**src/rtl/audio_pkg.sv**
```systemverilog
// Shared constants, state type and saturation helper for the I2S output stage.
`timescale 1ns/1ps
package audio_pkg;

   localparam int SAMPLE_W = 24;
   localparam logic [SAMPLE_W-1:0] SAT_MAX = 24'h7FFFFF;
   localparam logic [SAMPLE_W-1:0] SAT_MIN = 24'h800000;

   typedef enum logic [1:0] {IDLE, LEFT, RIGHT} i2s_state_t;

   // Clamp an already-shifted sample into the signed 24-bit DAC range.
   function automatic logic [SAMPLE_W-1:0] saturate(input logic signed [31:0] s);
      if (s > 32'sh007F_FFFF)
         return SAT_MAX;
      else if (s < 32'shFF80_0000)
         return SAT_MIN;
      else
         return s[SAMPLE_W-1:0];
   endfunction

endpackage

```
**src/rtl/sample_fifo.sv**
```systemverilog
// Single-clock show-ahead FIFO; full flag is registered, pops on empty are ignored.
`timescale 1ns/1ps
module sample_fifo #(
   parameter int DEPTH = 16,
   parameter int WIDTH = 32
) (
   input  logic                     clk,
   input  logic                     rst,
   input  logic                     wr,
   input  logic                     rd,
   input  logic [WIDTH-1:0]         din,
   output logic [WIDTH-1:0]         dout,
   output logic                     full,
   output logic                     empty,
   output logic [$clog2(DEPTH):0]   count
);

   localparam int AW = $clog2(DEPTH);
   localparam logic [AW:0] FULL_CNT = (AW+1)'(DEPTH);
   localparam logic [AW:0] ONE      = (AW+1)'(1);

   logic [WIDTH-1:0] mem [DEPTH];
   logic [AW-1:0]    wr_ptr;
   logic [AW-1:0]    rd_ptr;
   logic [AW:0]      count_next;
   logic             wr_ok;
   logic             rd_ok;

   assign empty = (count == '0);
   assign wr_ok = wr && !full;
   assign rd_ok = rd && !empty;
   assign dout  = mem[rd_ptr];

   always_comb begin
      count_next = count;
      case ({wr_ok, rd_ok})
         2'b10:   count_next = count + ONE;
         2'b01:   count_next = count - ONE;
         default: count_next = count;
      endcase
   end

   // Pointers are exactly AW bits wide so they wrap modulo DEPTH on their own.
   always_ff @(posedge clk or posedge rst) begin
      if (rst) begin
         wr_ptr <= '0;
         rd_ptr <= '0;
         count  <= '0;
         full   <= 1'b0;
         for (int i = 0; i < DEPTH; i++)
            mem[i] <= '0;
      end else begin
         if (wr_ok) begin
            mem[wr_ptr] <= din;
            wr_ptr      <= wr_ptr + 1'b1;
         end
         if (rd_ok)
            rd_ptr <= rd_ptr + 1'b1;
         count <= count_next;
         full  <= (count_next == FULL_CNT);
      end
   end

endmodule

```
**src/rtl/audio_i2s_out.sv**
```systemverilog
// I2S slave transmitter: buffers engine samples, scales/saturates them and shifts them to the codec DAC.
`timescale 1ns/1ps
module audio_i2s_out
   import audio_pkg::*;
#(
   parameter int DEPTH     = 16,
   parameter int OUT_SHIFT = 8
) (
   input  logic                     CLK,
   input  logic                     RESET,
   input  logic                     LD_FIFO,
   input  logic [31:0]              TONE,
   output logic                     FIFO_FULL,
   output logic [$clog2(DEPTH):0]   FIFO_COUNT,
   input  logic                     AUD_BCLK,
   input  logic                     AUD_DACLRCK,
   output logic                     AUD_DACDAT,
   output logic                     UNDERRUN,
   output logic                     OVERFLOW
);

   localparam int CNT_W = $clog2(SAMPLE_W + 1);
   localparam logic [CNT_W-1:0] WORD_BITS = CNT_W'(SAMPLE_W);

   logic [2:0]          bclk_sync;
   logic [2:0]          lr_sync;
   logic                bclk_fall;
   logic                lr_fall;
   logic                lr_rise;
   i2s_state_t          state;
   i2s_state_t          state_next;
   logic                pop;
   logic                load;
   logic                fifo_empty;
   logic [31:0]         fifo_dout;
   logic signed [31:0]  shifted;
   logic [SAMPLE_W-1:0] conv_word;
   logic [SAMPLE_W-1:0] held;
   logic [SAMPLE_W-1:0] shreg;
   logic [CNT_W-1:0]    bit_cnt;

   sample_fifo #(
      .DEPTH (DEPTH),
      .WIDTH (32)
   ) u_fifo (
      .clk   (CLK),
      .rst   (RESET),
      .wr    (LD_FIFO),
      .rd    (pop),
      .din   (TONE),
      .dout  (fifo_dout),
      .full  (FIFO_FULL),
      .empty (fifo_empty),
      .count (FIFO_COUNT)
   );

   assign shifted   = $signed(fifo_dout) >>> OUT_SHIFT;
   assign conv_word = saturate(shifted);

   // Two metastability flops plus one history flop per codec clock.
   always_ff @(posedge CLK or posedge RESET) begin
      if (RESET) begin
         bclk_sync <= '0;
         lr_sync   <= '0;
      end else begin
         bclk_sync <= {bclk_sync[1:0], AUD_BCLK};
         lr_sync   <= {lr_sync[1:0], AUD_DACLRCK};
      end
   end

   assign bclk_fall = bclk_sync[2] & ~bclk_sync[1];
   assign lr_fall   = lr_sync[2]   & ~lr_sync[1];
   assign lr_rise   = ~lr_sync[2]  &  lr_sync[1];

   always_ff @(posedge CLK or posedge RESET) begin
      if (RESET)
         state <= IDLE;
      else
         state <= state_next;
   end

   always_comb begin
      state_next = state;
      pop        = 1'b0;
      load       = 1'b0;
      if (lr_fall) begin
         pop        = 1'b1;
         load       = 1'b1;
         state_next = LEFT;
      end else if (lr_rise && state == LEFT) begin
         load       = 1'b1;
         state_next = RIGHT;
      end
   end

   // A load wins over a coincident BCLK fall, which gives the one-bit I2S delay.
   always_ff @(posedge CLK or posedge RESET) begin
      if (RESET) begin
         held       <= '0;
         shreg      <= '0;
         bit_cnt    <= '0;
         AUD_DACDAT <= 1'b0;
         UNDERRUN   <= 1'b0;
         OVERFLOW   <= 1'b0;
      end else begin
         if (LD_FIFO && FIFO_FULL)
            OVERFLOW <= 1'b1;
         if (pop) begin
            if (fifo_empty)
               UNDERRUN <= 1'b1;
            else
               held <= conv_word;
         end
         if (load) begin
            shreg   <= (pop && !fifo_empty) ? conv_word : held;
            bit_cnt <= '0;
         end else if (state == IDLE) begin
            AUD_DACDAT <= 1'b0;
         end else if (bclk_fall) begin
            if (bit_cnt < WORD_BITS) begin
               AUD_DACDAT <= shreg[SAMPLE_W-1];
               shreg      <= {shreg[SAMPLE_W-2:0], 1'b0};
               bit_cnt    <= bit_cnt + 1'b1;
            end else begin
               AUD_DACDAT <= 1'b0;
            end
         end
      end
   end

endmodule

```
**config.mk**
```make
export PLATFORM = sky130hd
export DESIGN_NAME = audio_i2s_out
export DESIGN_NICKNAME = d
export VERILOG_FILES = /design/src/rtl/audio_pkg.sv /design/src/rtl/sample_fifo.sv /design/src/rtl/audio_i2s_out.sv
export SDC_FILE = /design/constraint.sdc
export NUM_CORES = 1
export LEC_CHECK = 0
export ABC_AREA = 0
export CAP_MARGIN = 20
export CORE_MARGIN = 8
export CORE_UTILIZATION = 50
export DETAILED_ROUTE_END_ITERATION = 8
export GPL_TIMING_DRIVEN = 0
export PLACE_DENSITY_LB_ADDON = 0.12
export RECOVER_POWER = 100
export SLEW_MARGIN = 25
export SYNTH_ARGS = -nofsm -noshare
export SYNTH_HDL_FRONTEND = slang
export SYNTH_SLANG_ARGS = --single-unit
```
**constraint.sdc**
```tcl
create_clock -name CLK -period 34 [get_ports CLK]
set_input_delay 6.8 -clock CLK [delete_from_list [all_inputs] [get_ports CLK]]
set_output_delay 6.8 -clock CLK [all_outputs]
set_load 0.02 [all_outputs]
```
### Word level (Yosys, flattened, before mapping)

Index checks and enable logic that the tools add are counted.
Widths: inputs -> output; s select.

| operators by class | value |
|---|---|
| $add $sub $neg | 5 |
| magnitude comparators | 6 |
| equal/unequal tests | 5 |
| mux-type cells | 26 |
| bitwise operators | 10 |
| reductions and logical operators | 17 |

Operators with widths:

| operator | count |
|---|---|
| $bwmux 512 | 1 |
| $mux 24 | 7 |
| $bmux 32 s4 | 1 |
| $demux 32 s4 | 1 |
| $mux 32 | 3 |
| $gt 24x24->1 const B | 1 |
| $lt 24x24->1 const B | 1 |
| $mux 5 | 4 |
| $add 5x1->5 const B | 2 |
| $ge 5x5->1 const B | 2 |
| $not 4->5 | 2 |
| $pmux 5 s2 | 1 |
| $add 4x1->4 const B | 2 |
| $reduce_bool 2->1 | 4 |
| $mux 1 | 6 |
| $reduce_and 2->1 | 3 |
| $eq 5x5->1 const B | 1 |
| $logic_and 1x1->1 | 5 |
| $logic_not 5->1 | 1 |
| $lt 5x1->1 const B | 1 |
| $lt 5x5->1 const B | 1 |
| $not 1->1 | 5 |
| $sub 5x1->5 const B | 1 |
| $eq 2x1->1 const B | 2 |
| other kinds (7) | 11 |

| word-level totals | value |
|---|---|
| flip-flop bits (word level) | 590 |
| input port bits | 37 |
| output and inout bits | 9 |

### Logic depth before layout (Yosys ltp)

| depth | value |
|---|---|
| depth after elaboration | 9 |
| depth in mapped cells | 13 |

### Modules after synthesis

From an unflattened synthesis, not the netlist that was laid out.

| second synthesis, totals | value |
|---|---|
| cell total of the unflattened synthesis | 1748 |
| area, all modules | 26780.7 sq um |

By module, submodules not included:

| module | instances | cells each | area an instance (sq um) |
|---|---|---|---|
| sample_fifo | 1 | 1468 | 23631.4 |
| audio_i2s_out | 1 | 280 | 3149.3 |

### Least setup slack after synthesis

OpenSTA, ideal clock, no wires.

| timing | value |
|---|---|
| kind | input -> register |
| from | input port LD_FIFO |
| to | register u_fifo.full |
| setup time | 0.100 ns |
| arrival | 8.704 ns |
| setup slack | 25.196 ns |
| stages | 12 |
| cell sequence | nor2b_1 > buf_2 > inv_1 > ha_1 > buf_2 > xor2_1 > ha_1 > and3b_1 > o21ai_1 > a21oi_1 > xor2_1 > nor4bb_1 |

| on the way | value |
|---|---|
| word-level cells in the longest chain between the ends | 4 |
| elaborated cells between the ends (all ways) | 5 |

RTL lines:

| what | line | source |
|---|---|---|
| from (decl) | audio_i2s_out.sv:11 | `input logic LD_FIFO,` |
| $logic_and 1x1->1 (*) | sample_fifo.sv:30 | `assign wr_ok = wr && !full;` |
| $eq 2x1->1 / $eq 2x2->1 (equally long branches) | sample_fifo.sv:36 | `case ({wr_ok, rd_ok})` |
| $pmux 5 s2 (*) | sample_fifo.sv:36 |  |
| named net u_fifo.count_next[4] | sample_fifo.sv:25 | `logic [AW:0] count_next;` |
| $eq 5x5->1 (*) | sample_fifo.sv:60 | `full <= (count_next == FULL_CNT);` |
| to (signal assigned) | sample_fifo.sv:60 |  |
| to (decl) | sample_fifo.sv:13 | `output logic full,` |

Mark *: on every way through the listed nets, which the timed path passes. The rest lies on a longest branch.
A chain may end at the register's enable or synchronous reset.

==> flow_summary.yaml <==
placement:
  place_area_um2: 21800
  place.gp.congestion: 0.809
  place_ws_ps: 24230
  io_buffer_count: 37
  dpl.cell_count: 1933
  dp_hpwl_mm: 32.7
grt:
  grt_pass1_wl_mm: 78.0
  grt-ovfl-total: 0
  track_usage: 0.214
  grt_pass1_vias: 12700
  antenna_found_initial: 0
  grt_max_degree: 99
outcome:
  failed_checks: "capacitance limit, slew limit"
  outcome: "complete, but fails checks"
sta:
  rsz0062_at_grt: "no"
  setup_tns_ps: 0
  maxSlewHeadroom: -2.36
  period_minus_slack_ps: 18890
  timing.final.ws_setup_ps: 15110
  setup_viol: 0
  slew_violations: 473
  fmax_mhz: 52.9
  tightest_slew_ps: 5040
  hold_viol_final: 0
  hold_ws_ps: 350
  fin_skew_ps: 11.7
  timing.final.crit_share: 0.556
drt:
  vias_per_cell: 5.85
  ant_nets: 0
  drt_iter0_markers: 879
  dr.pass1.iters: 5
  finalWirelength_mm: 49.3
  drc_errors: 0
  vias: 11800
  routedWlPerCell_um: 24.4
worst_setup_path:
  end_kind: "asynchronous set/reset pin"
  crit_slowest_cell: "clkbuf_1"
  critPathKind: "input port to asynchronous set/reset pin"
  arrival_ps: 18360
  crit_required_ps: 33470
  crit_fanout: 98
  startpoint_type: "input port"
  crit_chain: "dlygate4sd3_1 > clkinvlp_2 > clkbuf_1 > clkbuf_1 > clkbuf_1"
  path_common_cell: "clkbuf_1"
  cpPeakStageDelay_ps: 3690
floorplan:
  die_area_um2: 48100
  io_pins: 46
  coreArea_um2: 40800
  initial_utilization: 0.506
  chipHeight_um: 219
  dieWidth_um: 219
  rows: 74
synth:
  synthCells: 1359
  synth_top_area_share: 0.559
  yosys.area.top_type: "dfrtp_1"
  avgSynthCellArea_um2: 15.2
  ys_seq_elements: 462
  yosys-top-cells-area: "dfrtp_1, mux2_1, mux4_2, nand2_1, mux2_2"
  synth_most_common_cell: "dfrtp_1"
  ys_seq_area_frac: 0.559
  yosysWarnings: 0
  synth_top_cells_by_count: "dfrtp_1, mux2_1, mux4_2, nand2_1"
  synth-edff-count: 0
  netlist_area_um2: 20700
  synth.distinct_cells: 42
  synth_ff_type: "dfrtp_1"
  async_flop_share: 1.00
  synth_nets: 1405
cells_and_area:
  final_util: 0.568
  layout.nets: 1497
  syn2layout_area_growth_pct: 12.1
  final_cell_area_um2: 23200
  regArea_um2: 11600
  drive_gt1_frac: 0.156
  num-fill-cells: 3204
  n_antenna_cell: 0
  multiInputGateArea_um2: 8430
  layout.cells.non_filler: 2017
power:
  seqPwrFrac: 0.420
  power_density_nw_per_um2: 96.4
  switching_share: 0.314
  p_leak_nw: 10.2
  clock_power_share: 0.238
  peakVddDrop_v: 0.0000489
  power_frac_comb: 0.343
  power.total_mw: 2.23
  p_int_mw: 1.53
  power_switching_mw: 0.701
clock_network:
  post_cts_buffers: 0
  clockBufferDepth: 3
  numCtsBuffers: 48
  holdBufCountCts: 0
  clk_pin_slew_ps: 60
  h-tree-depth: 2
  clk_latency_ps: 570
  cts_tree: "built"
  cts_resized: 0
  cts_num_sinks: 462
  root_buffer: "clkbuf_16"
run:
  cap_violations: 6
worst_hold_path:
  hold_class: "register to register"
[critical path: cells and delay by family]
kind / cells / cell delay, ps
buffers and inverters: 5 / 11350
[area by class of cell]
| type | count | area share |
|---|---|---|
| clock inverter | 11 | 0.00680 |
| multi-input combinational | 783 | 0.364 |
| sequential | 462 | 0.499 |
| clock buffer | 73 | 0.0620 |
| buffer | 107 | 0.0219 |
| inverter | 7 | 0.00119 |
| tap | 532 | 0.0287 |
| timing repair buffer | 42 | 0.0168 |
[cells by family (layout without fill, tap and decap cells)]
kind of cell / after synthesis / in the layout / synth area share
multiplexers: 481 / 481 / 0.314
flip-flops: 462 / 462 / 0.559
AO/OA/AOI/OAI: 144 / 144 / 0.0575
AND/OR/NAND/NOR: 134 / 134 / 0.0275
buffers and inverters: 114 / 240 / 0.0294
XOR/XNOR: 15 / 15 / 0.00636
adder cells (fa/ha/maj): 9 / 9 / 0.00545
[sequential cells by signal (all words and copies together) (netlist names), 2 cells and up]
signal         flops
u_fifo.mem       384
held              24
shreg             24
bit_cnt            5
u_fifo.count       5
u_fifo.rd_ptr      4
u_fifo.wr_ptr      4
bclk_sync          3
lr_sync            3
state              2
[final timing paths]
check | from | to | slack [ps] | cells after the start
hold reg to reg | bclk_sync[0]$_DFF_PP0_ | bclk_sync[1]$_DFF_PP0_ | 350 | 0
min in group asynchronous | RESET | bclk_sync[0]$_DFF_PP0_ | 7260 | 2
hold / removal | bclk_sync[0]$_DFF_PP0_ | bclk_sync[1]$_DFF_PP0_ | 350 | 0
setup / recovery | RESET | u_fifo.mem[181]$_DFFE_PP0P_ | 15110 | 5
max in group CLK | LD_FIFO | u_fifo.mem[116]$_DFFE_PP0P_ | 24200 | 7
setup reg to reg | u_fifo.rd_ptr[2]$_DFFE_PP0N_ | shreg[1]$_DFFE_PP0P_ | 30590 | 7
[metal layers]
metal | routed length, um | share of wire | vias up | track usage
met5 | 0 | 0 | - | 0
met4 | 1000 | 0.020 | 0 | 0.0552
met3 | 2610 | 0.053 | 69 | 0.0402
met2 | 22800 | 0.46 | 223 | 0.333
met1 | 22900 | 0.46 | 6313 | 0.308
li1 | - | - | 5202 | -
[power groups by stage]
stage | clock network, mW | logic, mW | registers [mW]
floorplan | 0 | 0.592 | 0.909
global placement | 0 | 0.764 | 0.935
detailed placement | 0 | 0.787 | 0.943
CTS | 0.543 | 0.791 | 0.935
global route | 0.564 | 0.830 | 0.971
finish | 0.531 | 0.765 | 0.937
[cells in the final DEF (no fill, tap or decap), drive strengths merged, types with 13 or more instances in the layout]
cell type | Yosys | routed
dfrtp | 462 | 462
mux4 | 96 | 96
clkbuf | 42 | 163
nand2 | 86 | 86
a21o | 25 | 25
buf | 65 | 22
a22oi | 49 | 49
dlygate4sd3 | 0 | 13
a221o | 24 | 24
a21oi | 30 | 30
mux2 | 385 | 385
nor2 | 25 | 25
clkdlybuf4s50 | 0 | 24
(Power assumes the default switching activity.)
